## src/rtl/video_pkg.sv

```systemverilog
// Shared types for the video timing sequencer: timing register set, register
// addresses, config FSM states and the commit-time clamp.
package video_pkg;

    typedef struct packed {
        logic [9:0] h_last;
        logic [9:0] h_act_lo;
        logic [9:0] h_act_hi;
        logic [9:0] h_sync;
        logic [8:0] v_last;
        logic [8:0] v_act_lo;
        logic [8:0] v_act_hi;
        logic [8:0] v_sync;
    } timing_cfg_t;

    localparam timing_cfg_t TIMING_DEFAULT = '{
        h_last:   10'd767,
        h_act_lo: 10'd20,
        h_act_hi: 10'd680,
        h_sync:   10'd707,
        v_last:   9'd311,
        v_act_lo: 9'd10,
        v_act_hi: 9'd306,
        v_sync:   9'd308
    };

    typedef enum logic [2:0] {
        REG_H_LAST   = 3'd0,
        REG_H_ACT_LO = 3'd1,
        REG_H_ACT_HI = 3'd2,
        REG_H_SYNC   = 3'd3,
        REG_V_LAST   = 3'd4,
        REG_V_ACT_LO = 3'd5,
        REG_V_ACT_HI = 3'd6,
        REG_V_SYNC   = 3'd7
    } cfg_addr_t;

    typedef enum logic {
        ST_RUN,
        ST_PEND
    } cfg_state_t;

    // A line or frame limit of 0 would stall the raster, so force at least 2 steps.
    function automatic timing_cfg_t clamp_cfg(input timing_cfg_t c);
        timing_cfg_t r;
        r = c;
        if (r.h_last == 10'd0) r.h_last = 10'd1;
        if (r.v_last == 9'd0)  r.v_last = 9'd1;
        return r;
    endfunction

endpackage

```

## src/rtl/video_timing_ctrl_if.sv

```systemverilog
// Config register port of the video timing sequencer: write strobe, address,
// data, and the pending-commit status returned to the writer.
interface video_timing_ctrl_if;
    logic       cfg_wr;
    logic [2:0] cfg_addr;
    logic [9:0] cfg_data;
    logic       cfg_pending;

    modport master (output cfg_wr, output cfg_addr, output cfg_data, input cfg_pending);
    modport slave  (input cfg_wr, input cfg_addr, input cfg_data, output cfg_pending);
endinterface

```

## src/rtl/video_cfg_shadow.sv

```systemverilog
// Shadow register bank with write decode; the whole set is committed to the
// live registers at frame end so a mode change never tears a frame.
module video_cfg_shadow
    import video_pkg::*;
#(
    parameter int H_LAST_D = 767,
    parameter int V_LAST_D = 311
) (
    input  logic         clk_pix,
    input  logic         reset,
    input  logic         fe,
    video_timing_ctrl_if.slave cfg,
    output timing_cfg_t  live
);

    localparam timing_cfg_t RESET_CFG = '{
        h_last:   10'(H_LAST_D),
        h_act_lo: TIMING_DEFAULT.h_act_lo,
        h_act_hi: TIMING_DEFAULT.h_act_hi,
        h_sync:   TIMING_DEFAULT.h_sync,
        v_last:   9'(V_LAST_D),
        v_act_lo: TIMING_DEFAULT.v_act_lo,
        v_act_hi: TIMING_DEFAULT.v_act_hi,
        v_sync:   TIMING_DEFAULT.v_sync
    };

    timing_cfg_t shadow;
    cfg_state_t  state, state_next;
    logic        commit;

    assign commit          = fe && (state == ST_PEND);
    assign cfg.cfg_pending = (state == ST_PEND);

    always_ff @(posedge clk_pix) begin
        if (reset) state <= ST_RUN;
        else       state <= state_next;
    end

    always_comb begin
        state_next = state;
        case (state)
            ST_RUN:  if (cfg.cfg_wr)         state_next = ST_PEND;
            ST_PEND: if (fe && !cfg.cfg_wr)  state_next = ST_RUN;
            default:                         state_next = ST_RUN;
        endcase
    end

    // NOTE: non-blocking updates mean a write coincident with the commit lands in
    // shadow after live has already sampled the pre-write value.
    always_ff @(posedge clk_pix) begin
        if (reset) begin
            shadow <= RESET_CFG;
            live   <= RESET_CFG;
        end else begin
            if (commit) live <= clamp_cfg(shadow);
            if (cfg.cfg_wr) begin
                case (cfg_addr_t'(cfg.cfg_addr))
                    REG_H_LAST:   shadow.h_last   <= cfg.cfg_data;
                    REG_H_ACT_LO: shadow.h_act_lo <= cfg.cfg_data;
                    REG_H_ACT_HI: shadow.h_act_hi <= cfg.cfg_data;
                    REG_H_SYNC:   shadow.h_sync   <= cfg.cfg_data;
                    REG_V_LAST:   shadow.v_last   <= cfg.cfg_data[8:0];
                    REG_V_ACT_LO: shadow.v_act_lo <= cfg.cfg_data[8:0];
                    REG_V_ACT_HI: shadow.v_act_hi <= cfg.cfg_data[8:0];
                    REG_V_SYNC:   shadow.v_sync   <= cfg.cfg_data[8:0];
                    default:      ;
                endcase
            end
        end
    end

endmodule

```

## src/rtl/video_timing_ctrl.sv

```systemverilog
// Programmable raster timing sequencer: hc/vc counters, registered blank/sync/de
// flags, frame_start pulse and per-frame scroll phase for the background.
module video_timing_ctrl
    import video_pkg::*;
#(
    parameter int SCROLL_STEP = 6,
    parameter int H_LAST_D    = 767,
    parameter int V_LAST_D    = 311
) (
    input  logic        clk_pix,
    input  logic        reset,
    input  logic        ce_pix,
    video_timing_ctrl_if.slave cfg,
    output logic [9:0]  hc,
    output logic [8:0]  vc,
    output logic        hblank,
    output logic        vblank,
    output logic        hsync,
    output logic        vsync,
    output logic        de,
    output logic        frame_start,
    output logic [9:0]  scroll
);

    timing_cfg_t live;
    logic        h_end, v_end, fe;
    logic        hblank_c, vblank_c;

    assign h_end    = (hc == live.h_last);
    assign v_end    = (vc == live.v_last);
    assign fe       = ce_pix && h_end && v_end;
    assign hblank_c = (hc < live.h_act_lo) || (hc > live.h_act_hi);
    assign vblank_c = (vc < live.v_act_lo) || (vc > live.v_act_hi);

    video_cfg_shadow #(
        .H_LAST_D (H_LAST_D),
        .V_LAST_D (V_LAST_D)
    ) u_cfg_shadow (
        .clk_pix (clk_pix),
        .reset   (reset),
        .fe      (fe),
        .cfg     (cfg),
        .live    (live)
    );

    // Flags are sampled from the counter value being output, so they trail hc/vc
    // by one pixel enable.
    always_ff @(posedge clk_pix) begin
        if (reset) begin
            hc          <= '0;
            vc          <= '0;
            hblank      <= 1'b1;
            vblank      <= 1'b1;
            hsync       <= 1'b0;
            vsync       <= 1'b0;
            de          <= 1'b0;
            frame_start <= 1'b0;
            scroll      <= '0;
        end else begin
            frame_start <= fe;
            if (ce_pix) begin
                hc <= h_end ? 10'd0 : hc + 10'd1;
                if (h_end) vc <= v_end ? 9'd0 : vc + 9'd1;
                hblank <= hblank_c;
                vblank <= vblank_c;
                hsync  <= (hc >= live.h_sync);
                vsync  <= (vc >= live.v_sync);
                de     <= !hblank_c && !vblank_c;
                if (h_end && v_end) scroll <= scroll + 10'(SCROLL_STEP);
            end
        end
    end

endmodule

```

## src/flat_wrapper.sv

```systemverilog
// flat-port wrapper written by rule: the top's interface ports become plain ports
module video_timing_ctrl_flat import video_pkg::*;
#(
    parameter int SCROLL_STEP = 6,
    parameter int H_LAST_D    = 767,
    parameter int V_LAST_D    = 311
)
  (clk_pix, reset, ce_pix, hc, vc, hblank, vblank, hsync, vsync, de, frame_start, scroll, cfg_cfg_wr, cfg_cfg_addr, cfg_cfg_data, cfg_cfg_pending);
  video_timing_ctrl_if cfg_i ();
  input  logic clk_pix;
  input  logic reset;
  input  logic ce_pix;
  output logic [9:0] hc;
  output logic [8:0] vc;
  output logic hblank;
  output logic vblank;
  output logic hsync;
  output logic vsync;
  output logic de;
  output logic frame_start;
  output logic [9:0] scroll;
  input wire logic [$bits(cfg_i.cfg_wr)-1:0] cfg_cfg_wr;
  input wire logic [$bits(cfg_i.cfg_addr)-1:0] cfg_cfg_addr;
  input wire logic [$bits(cfg_i.cfg_data)-1:0] cfg_cfg_data;
  output wire logic [$bits(cfg_i.cfg_pending)-1:0] cfg_cfg_pending;
  assign cfg_i.cfg_wr = cfg_cfg_wr;
  assign cfg_i.cfg_addr = cfg_cfg_addr;
  assign cfg_i.cfg_data = cfg_cfg_data;
  assign cfg_cfg_pending = cfg_i.cfg_pending;
  video_timing_ctrl #(.SCROLL_STEP(SCROLL_STEP), .H_LAST_D(H_LAST_D), .V_LAST_D(V_LAST_D)) u_core (.clk_pix(clk_pix), .reset(reset), .ce_pix(ce_pix), .cfg(cfg_i), .hc(hc), .vc(vc), .hblank(hblank), .vblank(vblank), .hsync(hsync), .vsync(vsync), .de(de), .frame_start(frame_start), .scroll(scroll));
endmodule
```

## config.mk

```make
export PLATFORM = sky130hd
export DESIGN_NAME = video_timing_ctrl_flat
export DESIGN_NICKNAME = d
export VERILOG_FILES = /design/src/rtl/video_pkg.sv /design/src/rtl/video_timing_ctrl_if.sv /design/src/rtl/video_cfg_shadow.sv /design/src/rtl/video_timing_ctrl.sv /design/src/flat_wrapper.sv
export SDC_FILE = /design/constraint.sdc
export NUM_CORES = 1
export LEC_CHECK = 0
export CORE_MARGIN = 3
export CORE_UTILIZATION = 50
export CTS_CLUSTER_SIZE = 20
export DETAILED_ROUTE_END_ITERATION = 16
export PLACE_DENSITY = 0.69
export SETUP_SLACK_MARGIN = 0.1
export SLEW_MARGIN = 10
export SYNTH_ARGS = -nofsm -noshare
export SYNTH_HDL_FRONTEND = slang
export SYNTH_SLANG_ARGS = --single-unit
export TNS_END_PERCENT = 1
```

## constraint.sdc

```tcl
create_clock -name clk_pix -period 4.7 [get_ports clk_pix]
set_input_delay 0.705 -clock clk_pix [delete_from_list [all_inputs] [get_ports clk_pix]]
set_output_delay 0.705 -clock clk_pix [all_outputs]
set_load 0.01 [all_outputs]
```

==> impl_metrics.env <==
export IMPL_status="finished clean"
export IMPL_path_max_fanout=33
export IMPL_synth_nets=1123
export IMPL_cts_tree="done"
export IMPL_cp_data_required_time_ps=5050
export IMPL_cap_viol_max_count=0
export IMPL_fmax_ghz=0.339
export IMPL_crit_arrival_ps=3300
export IMPL_synth_edf_count=0
export IMPL_fin_setup_tns_ps=0
export IMPL_postCtsHoldBufs=0
export IMPL_power_total_uw=3210
export IMPL_hold_viol_final=0
export IMPL_die_w_um=137
export IMPL_layout_setup_ws_ps=1750
export IMPL_syn_avg_cell_area_um2=8.22
export IMPL_clock_skew_ps=10.0
export IMPL_fillers=1574
export IMPL_dp_hpwl_um=14200
export IMPL_p_leak_uw=0.00373
export IMPL_grt_pass1_vias=6075
export IMPL_critical_path_cell_chain="xor2_1 -> nor4_2 -> and4_1 -> and3_2 -> buf_4 -> nand2_1 -> a21oi_1"
export IMPL_timing_final_crit_share=0.627
export IMPL_path_clk_slew_ps=70
export IMPL_r2r_cells=7
export IMPL_gr_total_overflow=0
export IMPL_synth_warnings=0
export IMPL_worst_hold_path_type="flop to flop"
export IMPL_grt_setup_unrepaired="no"
export IMPL_cts_buffers=17
export IMPL_grt_pass1_wl_um=33000
export IMPL_postCtsSetupRepairBufs=0
export IMPL_wl_per_cell_um=15.9
export IMPL_max_stage_delay_ps=630
export IMPL_fin_crit_ps=2950
export IMPL_grt_usage=0.223
export IMPL_critPathSlowestCell="and3_2"
export IMPL_drive_gt1_frac=0.0503
export IMPL_area_growth_pct=13.5
export IMPL_fin_hold_ws_ps=453
export IMPL_row_count=47
export IMPL_drtIter0Drc=446
export IMPL_syn_inst=1048
export IMPL_ant_nets=0
export IMPL_via_count=6998
export IMPL_hold_depth=2
export IMPL_vias_per_cell=5.41
export IMPL_synth_cell_area_um2=8620
export IMPL_synthArstFlopShare=0
export IMPL_end_kind="flop"
export IMPL_core_um2=16700
export IMPL_drc=0
export IMPL_antenna_cells=0
export IMPL_cts_sinks=187
export IMPL_h_tree_depth=4
export IMPL_initial_core_util=0.516
export IMPL_pwr_density_cell_nw_per_um2=329
export IMPL_clk_latency_ps=430
export IMPL_final_cell_count_no_fill=1294
export IMPL_synth_cell_type_count=52
export IMPL_vdd_drop_max_mv=0.243
export IMPL_nNetsFinal=1136
export IMPL_ctsResizeCount=0
export IMPL_dr_pass1_iters=5
export IMPL_critPathKind="flop to flop"
export IMPL_ys_seq_area_frac=0.435
export IMPL_die_y_um=137
export IMPL_drv_slew=0
export IMPL_cp_start_kind="flop"
export IMPL_clockBufferDepth=2
export IMPL_worst_pin_slew_ps=1080
export IMPL_ioPinCount=53
export IMPL_setup_viol=0
export IMPL_postRouteWirelength_um=20600
export IMPL_ys_seq_elements=187
export IMPL_grt_antenna_before_repair=0
export IMPL_place_inst=1262
export IMPL_slew_headroom=0.279
export IMPL_synth_ff_type="dfxtp_1"
export IMPL_root_buffer="clkbuf_16"
export IMPL_grt_max_degree=96
export IMPL_place_congestion=0.849
export IMPL_pre_cts_slack_ps=1410
export IMPL_port_buffers=51
export IMPL_die_area_um2=18800
[routing by layer]
layer	global-route usage	vias to the layer above	share of wire
li1	-	3549	-
met1	0.355	3271	0.53
met2	0.309	162	0.41
met3	0.0354	16	0.048
met4	0.0565	0	0.010
met5	0	-	0
[final cells by class]
class	instances	area, um2	area share
Tap cell	220	275	0.0282
Multi-Input combinational cell	735	4370	0.447
Clock inverter	13	158	0.0161
Clock buffer	19	433	0.0443
Inverter	63	236	0.0242
Sequential cell	187	3740	0.383
Timing Repair Buffer	57	557	0.0569
[critical path, delay by kind of cell, from the launching register on]
| kind | cells | cell delay [ps] |
|---|---|---|
| AOI/OAI and AO/OA | 1 | 150 |
| DFF | 1 | 590 |
| and+or+nand+nor | 4 | 1540 |
| xor gates and xnor gates | 1 | 140 |
| buffers and inverters | 1 | 410 |
[flip-flops by register name, indices dropped and copies added, names as in the netlist]
register / cells
u_core.de: 1
u_core.vc: 9
u_core.scroll: 9
u_core.vsync: 1
u_core.u_cfg_shadow.shadow: 76
u_core.frame_start: 1
u_core.u_cfg_shadow.live: 76
u_core.vblank: 1
u_core.u_cfg_shadow.cfg.cfg_pending: 1
u_core.hsync: 1
u_core.hblank: 1
u_core.hc: 10
[cells by family after synthesis]
| logic type | count (synthesis) | share of synthesized area |
|---|---|---|
| other | 1 | 0.000435 |
| AND/OR/NAND/NOR | 457 | 0.249 |
| flip-flops | 187 | 0.435 |
| buffers and inverters | 126 | 0.0591 |
| multiplexers | 11 | 0.0128 |
| AO/OA/AOI/OAI | 168 | 0.115 |
| adder cells (fa/ha/maj) | 58 | 0.0842 |
| XOR/XNOR | 40 | 0.0446 |
[report_power, final]
group	switching, uW	internal [uW]
sequential	24.8	1610
combinational	86.1	52.6
clock	645	800
[synth_stat cells, types with 4 or more instances]
| cell type | count | area [um2] |
|---|---|---|
| xor2_1 | 21 | 184 |
| nand2_1 | 196 | 736 |
| nand3b_1 | 17 | 128 |
| nand2b_1 | 8 | 50.1 |
| buf_2 | 11 | 55.1 |
| nor3_1 | 69 | 345 |
| dfxtp_1 | 187 | 3740 |
| inv_1 | 63 | 236 |
| clkbuf_1 | 37 | 139 |
| nand4_1 | 13 | 81.3 |
| ha_1 | 58 | 726 |
| a211oi_1 | 6 | 45.0 |
| nor4_1 | 6 | 37.5 |
| or4_4 | 4 | 45.0 |
| xnor2_1 | 16 | 140 |
| nor2b_1 | 25 | 156 |
| mux2i_1 | 11 | 110 |
| buf_1 | 9 | 33.8 |
| a21o_1 | 7 | 52.6 |
| a21oi_1 | 104 | 521 |
| and3_1 | 4 | 25.0 |
| nand3_1 | 12 | 60.1 |
| nor2_1 | 83 | 312 |
| a211o_1 | 19 | 166 |
| o21ai_0 | 17 | 85.1 |
[stage by stage]
stage          cell area [um2]  utilization
3_3_place_gp              9190        0.550
4_1_cts                   9780        0.585
3_5_place_dp              9190        0.550
6_report                  9780        0.585
5_1_grt                   9780        0.585
2_1_floorplan             8620            -
[final timing paths]
path / start / end / slack [ps]
setup / recovery: u_core.vc[5] / u_core.u_cfg_shadow.live[56] / 1750
hold / removal: u_core.u_cfg_shadow.live[6] / u_core.u_cfg_shadow.live[6] / 450
setup reg to reg: u_core.vc[5] / u_core.u_cfg_shadow.live[56] / 1750
hold reg to reg: u_core.u_cfg_shadow.live[6] / u_core.u_cfg_shadow.live[6] / 450
[placed cells by master (no fill, tap or decap), drive strengths merged, types with 4 or more instances in the layout]
| cell | synthesis | layout |
|---|---|---|
| or4 | 7 | 7 |
| nor4 | 7 | 7 |
| mux2i | 11 | 11 |
| clkdlybuf4s50 | 0 | 50 |
| a21o | 7 | 7 |
| a211o | 19 | 19 |
| nand2b | 8 | 8 |
| clkbuf | 40 | 19 |
| and3 | 4 | 4 |
| o21ai | 17 | 17 |
| xor2 | 21 | 21 |
| dfxtp | 187 | 187 |
| nor3 | 69 | 69 |
| nand2 | 196 | 196 |
| buf | 23 | 7 |
| inv | 63 | 69 |
| nand4 | 15 | 15 |
| nor2 | 84 | 84 |
| nand3 | 12 | 12 |
| a21oi | 104 | 104 |
| ha | 58 | 58 |
| a211oi | 6 | 6 |
| nor2b | 25 | 25 |
| xnor2 | 19 | 19 |
| nand3b | 17 | 17 |
No activity file was read; power rests on OpenSTA's default activity.
==> edit 1: new RTL, config.mk and constraints unchanged <==
The output `frame_start` loses its register stage (`frame_start` becomes a continuous assignment).
--- a/src/rtl/video_timing_ctrl.sv
+++ b/src/rtl/video_timing_ctrl.sv
@@ -56,6 +56,4 @@
             de          <= 1'b0;
-            frame_start <= 1'b0;
             scroll      <= '0;
         end else begin
-            frame_start <= fe;
             if (ce_pix) begin
@@ -73,2 +71,4 @@
 
+    assign frame_start = fe;
+
 endmodule
Check against the original RTL: no difference found for any inputs over 10 cycles, from zero or initial values and one cycle with reset high; that may be too few to reach the edited logic, so the function may still have changed.
==> edit 1 against the unedited design <==
- die area is 4.6% higher
- wire length up 19%
- worst setup slack worse by 540 ps
- combinational power increased by 22%
- sequential cell count down 1
- global-route usage up 2.8 points
- synthesized area is 4.8% higher
- clock skew down 3.0 ps
- cell count increased by 0.15%
- total power grew 1.6%
- core utilization decreased by 0.34 points
- cell area grew 4.0%
- highest routed layer unchanged
==> edit 1: results <==
floorplanning:
  design.die.area_um2: 19700
setup_path:
  crit_slowest_cell: "sky130_fd_sc_hd__dfxtp_1"
  max_stage_delay_on_crit_path_ps: 600
  count_of_cells_along_the_worst_register_to_register_path: 6
power:
  comb-power_mw: 0.170
  cellLeakagePower_nw: 3.78
  vdd_ir_drop_max_uv: 273
sta:
  final.hold.worst_slack_ps: 461
  worst_clock_skew_ps: 7.04
routing:
  met1_length_um: 12300
  vias: 7683
  met2WireLength_um: 10500
run_status:
  status: "finished clean"
final_layout:
  inverters: 61
  final_cell_count_no_fill: 1296
  clk_cell_area_share_pct: 5.89
  seq_share_pct: 36.6
  num-nets-final: 1133
  multi_input_comb_area_um2: 4710
synth:
  netlist_top_cells_count: "sky130_fd_sc_hd__dfxtp_1 (186), sky130_fd_sc_hd__nand2_1 (134), sky130_fd_sc_hd__a21oi_1 (91)"
  synth.ff_latch_count: 186
  avgSynthCellArea_um2: 8.58
global_route:
  first_global_vias: 7147
  global_route.usage.met3_pct: 4.37
placement:
  dp_hpwl_um: 16500
edit 1: cell count changes after synthesis, moves of 12 or more:
cell | unedited run | this run
sky130_fd_sc_hd__nand3b_1 | 17 | 1
sky130_fd_sc_hd__o31ai_1 | 0 | 42
sky130_fd_sc_hd__nor3_1 | 69 | 11
sky130_fd_sc_hd__nand4_1 | 13 | 77
sky130_fd_sc_hd__nand2_1 | 196 | 134
sky130_fd_sc_hd__a211o_1 | 19 | 1
sky130_fd_sc_hd__nor2_1 | 83 | 71
sky130_fd_sc_hd__mux2i_1 | 11 | 43
sky130_fd_sc_hd__nor2b_1 | 25 | 9
sky130_fd_sc_hd__nand3_1 | 12 | 27
sky130_fd_sc_hd__o211ai_1 | 1 | 22
sky130_fd_sc_hd__a21oi_1 | 104 | 91
==> edit 2: new RTL, same settings <==
Without the edit above. `H_LAST_D` is set to 767 in 3 places; all go to 575.
--- a/src/rtl/video_cfg_shadow.sv
+++ b/src/rtl/video_cfg_shadow.sv
@@ -5,3 +5,3 @@
 #(
-    parameter int H_LAST_D = 767,
+    parameter int H_LAST_D = 575,
     parameter int V_LAST_D = 311
--- a/src/rtl/video_timing_ctrl.sv
+++ b/src/rtl/video_timing_ctrl.sv
@@ -6,3 +6,3 @@
     parameter int SCROLL_STEP = 6,
-    parameter int H_LAST_D    = 767,
+    parameter int H_LAST_D    = 575,
     parameter int V_LAST_D    = 311
--- a/src/flat_wrapper.sv
+++ b/src/flat_wrapper.sv
@@ -4,3 +4,3 @@
     parameter int SCROLL_STEP = 6,
-    parameter int H_LAST_D    = 767,
+    parameter int H_LAST_D    = 575,
     parameter int V_LAST_D    = 311
Behaviour: same outputs for any inputs over 10 cycles, from zero or initial values and one cycle with reset high; that may be too few to reach the edited logic, so the function may still have changed.
==> edit 2 against the unedited design <==
- sequential cell count did not move
- cell area rose by 0.14%
- largest cell class unchanged
- sequential share of layout area fell by 0.054 points
- total power fell by 1.9%
- synthesized cell count did not move
- wire length barely moved
- worst setup slack got worse by 85 ps
- synthesized area rose by 0.99%
- hold slack got worse by 3.8 ps
==> edit 2: results <==
run_status:
  status: "finished clean"
global_route:
  maximum_number_of_pins_on_one_net_before_global_route_repair: 130
  grt_pass1_wl_um: 32700
  first_global_vias: 6165
  grt_use_total_pct: 22.0
final_layout:
  layout_cell_share_with_drive_strength_beyond_1_pct: 6.71
  layout_top_registers: "u_core.u_cfg_shadow.live x76, u_core.u_cfg_shadow.shadow x76, u_core.hc x10"
  antenna_cells_inserted: 0
  filler_cell_count: 1604
power:
  p_int_mw: 2.40
  cellLeakagePower_nw: 3.65
routing:
  drt_first_iter_violations: 533
  routedWlPerCell_um: 15.9
  vias_per_cell: 5.33
  vias: 6896
placement:
  dp_hpwl_um: 14100
  gp_congestion: 0.780
worst_hold_path:
  min-delay-start: "u_core.u_cfg_shadow.live[65]"
  hold-path-endpoint: "u_core.u_cfg_shadow.live[65]"
setup_path:
  worstPathMaxFanout: 44
  timing.rr.end: "u_core.u_cfg_shadow.live[34]"
  max_stage_delay_on_crit_path_ps: 790
synth:
  netlist_top_cells_count: "sky130_fd_sc_hd__nand2_1 (197), sky130_fd_sc_hd__dfxtp_1 (187), sky130_fd_sc_hd__a21oi_1 (84)"
  synth_area_leaders: "sky130_fd_sc_hd__dfxtp_1 (43%), sky130_fd_sc_hd__nand2_1 (8.5%), sky130_fd_sc_hd__ha_1 (8.3%), sky130_fd_sc_hd__a21oi_1 (4.8%), sky130_fd_sc_hd__nor3_1 (4.5%)"
sta:
  final.hold.worst_slack_ps: 449
  worst-slew-pin-transition_ps: 1060
  worst_clock_skew_ps: 9.88
floorplanning:
  die_x_um: 138
-- edit 2: cell types whose count changed in the layout (fill, tap and decap cells not counted), sizes merged, moves of 2 or more --
cell	unedited run	this run
nor2	84	81
nand2	196	205
xnor2	19	22
nor3	69	81
nand3	12	9
xor2	21	18
a21oi	104	92
or4	7	3
a211o	19	17
nor4	7	10
-- edit 2: worst max-delay path by stage --
stage	slack [ps]	start	end	cells past startpoint
floorplan	2560	ce_pix	u_core.vc[5]	7
global placement	1420	ce_pix	u_core.u_cfg_shadow.live[30]	8
detailed placement	1330	ce_pix	u_core.u_cfg_shadow.live[34]	8
CTS	1700	u_core.vc[4]	u_core.u_cfg_shadow.live[32]	7
global route	1460	u_core.vc[4]	u_core.u_cfg_shadow.live[16]	7
finish	1670	u_core.vc[4]	u_core.u_cfg_shadow.live[34]	7
-- edit 2: metal layers --
metal  vias to the layer above  global-route usage, %  routed length (µm)
li1                       3551                      -                   -
met1                      3178                   34.5               10900
met2                       153                   31.7                8550
met3                        14                   3.16                 928
met4                         0                   5.49                 205
met5                         -                      0                   0
-- edit 2: power by group through the flow --
stage          clock network [mW]  logic [mW]  registers (mW)
6_report                     1.39       0.137            1.63
5_1_grt                      1.47       0.153            1.63
4_1_cts                      1.41       0.137            1.63
3_5_place_dp                    0       0.136            1.66
3_3_place_gp                    0       0.135            1.66
2_1_floorplan                   0      0.0973            1.65
-- edit 2: stage by stage --
step,worst slack (ps),area (µm²)
after floorplan,2560,8700
after global placement,1420,9230
after detailed placement,1330,9230
after CTS,1700,9790
after global routing,1460,9790
final,1670,9790
-- edit 2: tightest hold or removal path: stages (launching register included) --
cell	delay (ps)
sky130_fd_sc_hd__dfxtp_1	310
sky130_fd_sc_hd__nand2_1	50
sky130_fd_sc_hd__a21oi_1	50
-- edit 2: area by class of cell --
| type | instances | share of cell area (%) |
|---|---|---|
| clock buffer | 19 | 4.42 |
| clock inverter | 13 | 1.33 |
| inverter | 61 | 2.34 |
| multi-input combinational | 737 | 45.3 |
| sequential | 187 | 38.2 |
| tap | 220 | 2.81 |
| timing repair buffer | 56 | 5.61 |
-- edit 2: cell families (layout without fill, tap and decap cells) --
kind of cell               after synthesis  count (layout)  share of synthesized area [%]
xor gates and xnor gates                40              40                           4.11
DFF                                    187             187                           43.0
other                                    1               1                         0.0431
buffers and inverters                  124             149                           6.24
and+or+nand+nor                        470             470                           25.8
muxes                                   12              12                           1.38
AOI/OAI and AO/OA                      156             156                           11.1
adders and majority gates               58              58                           8.34
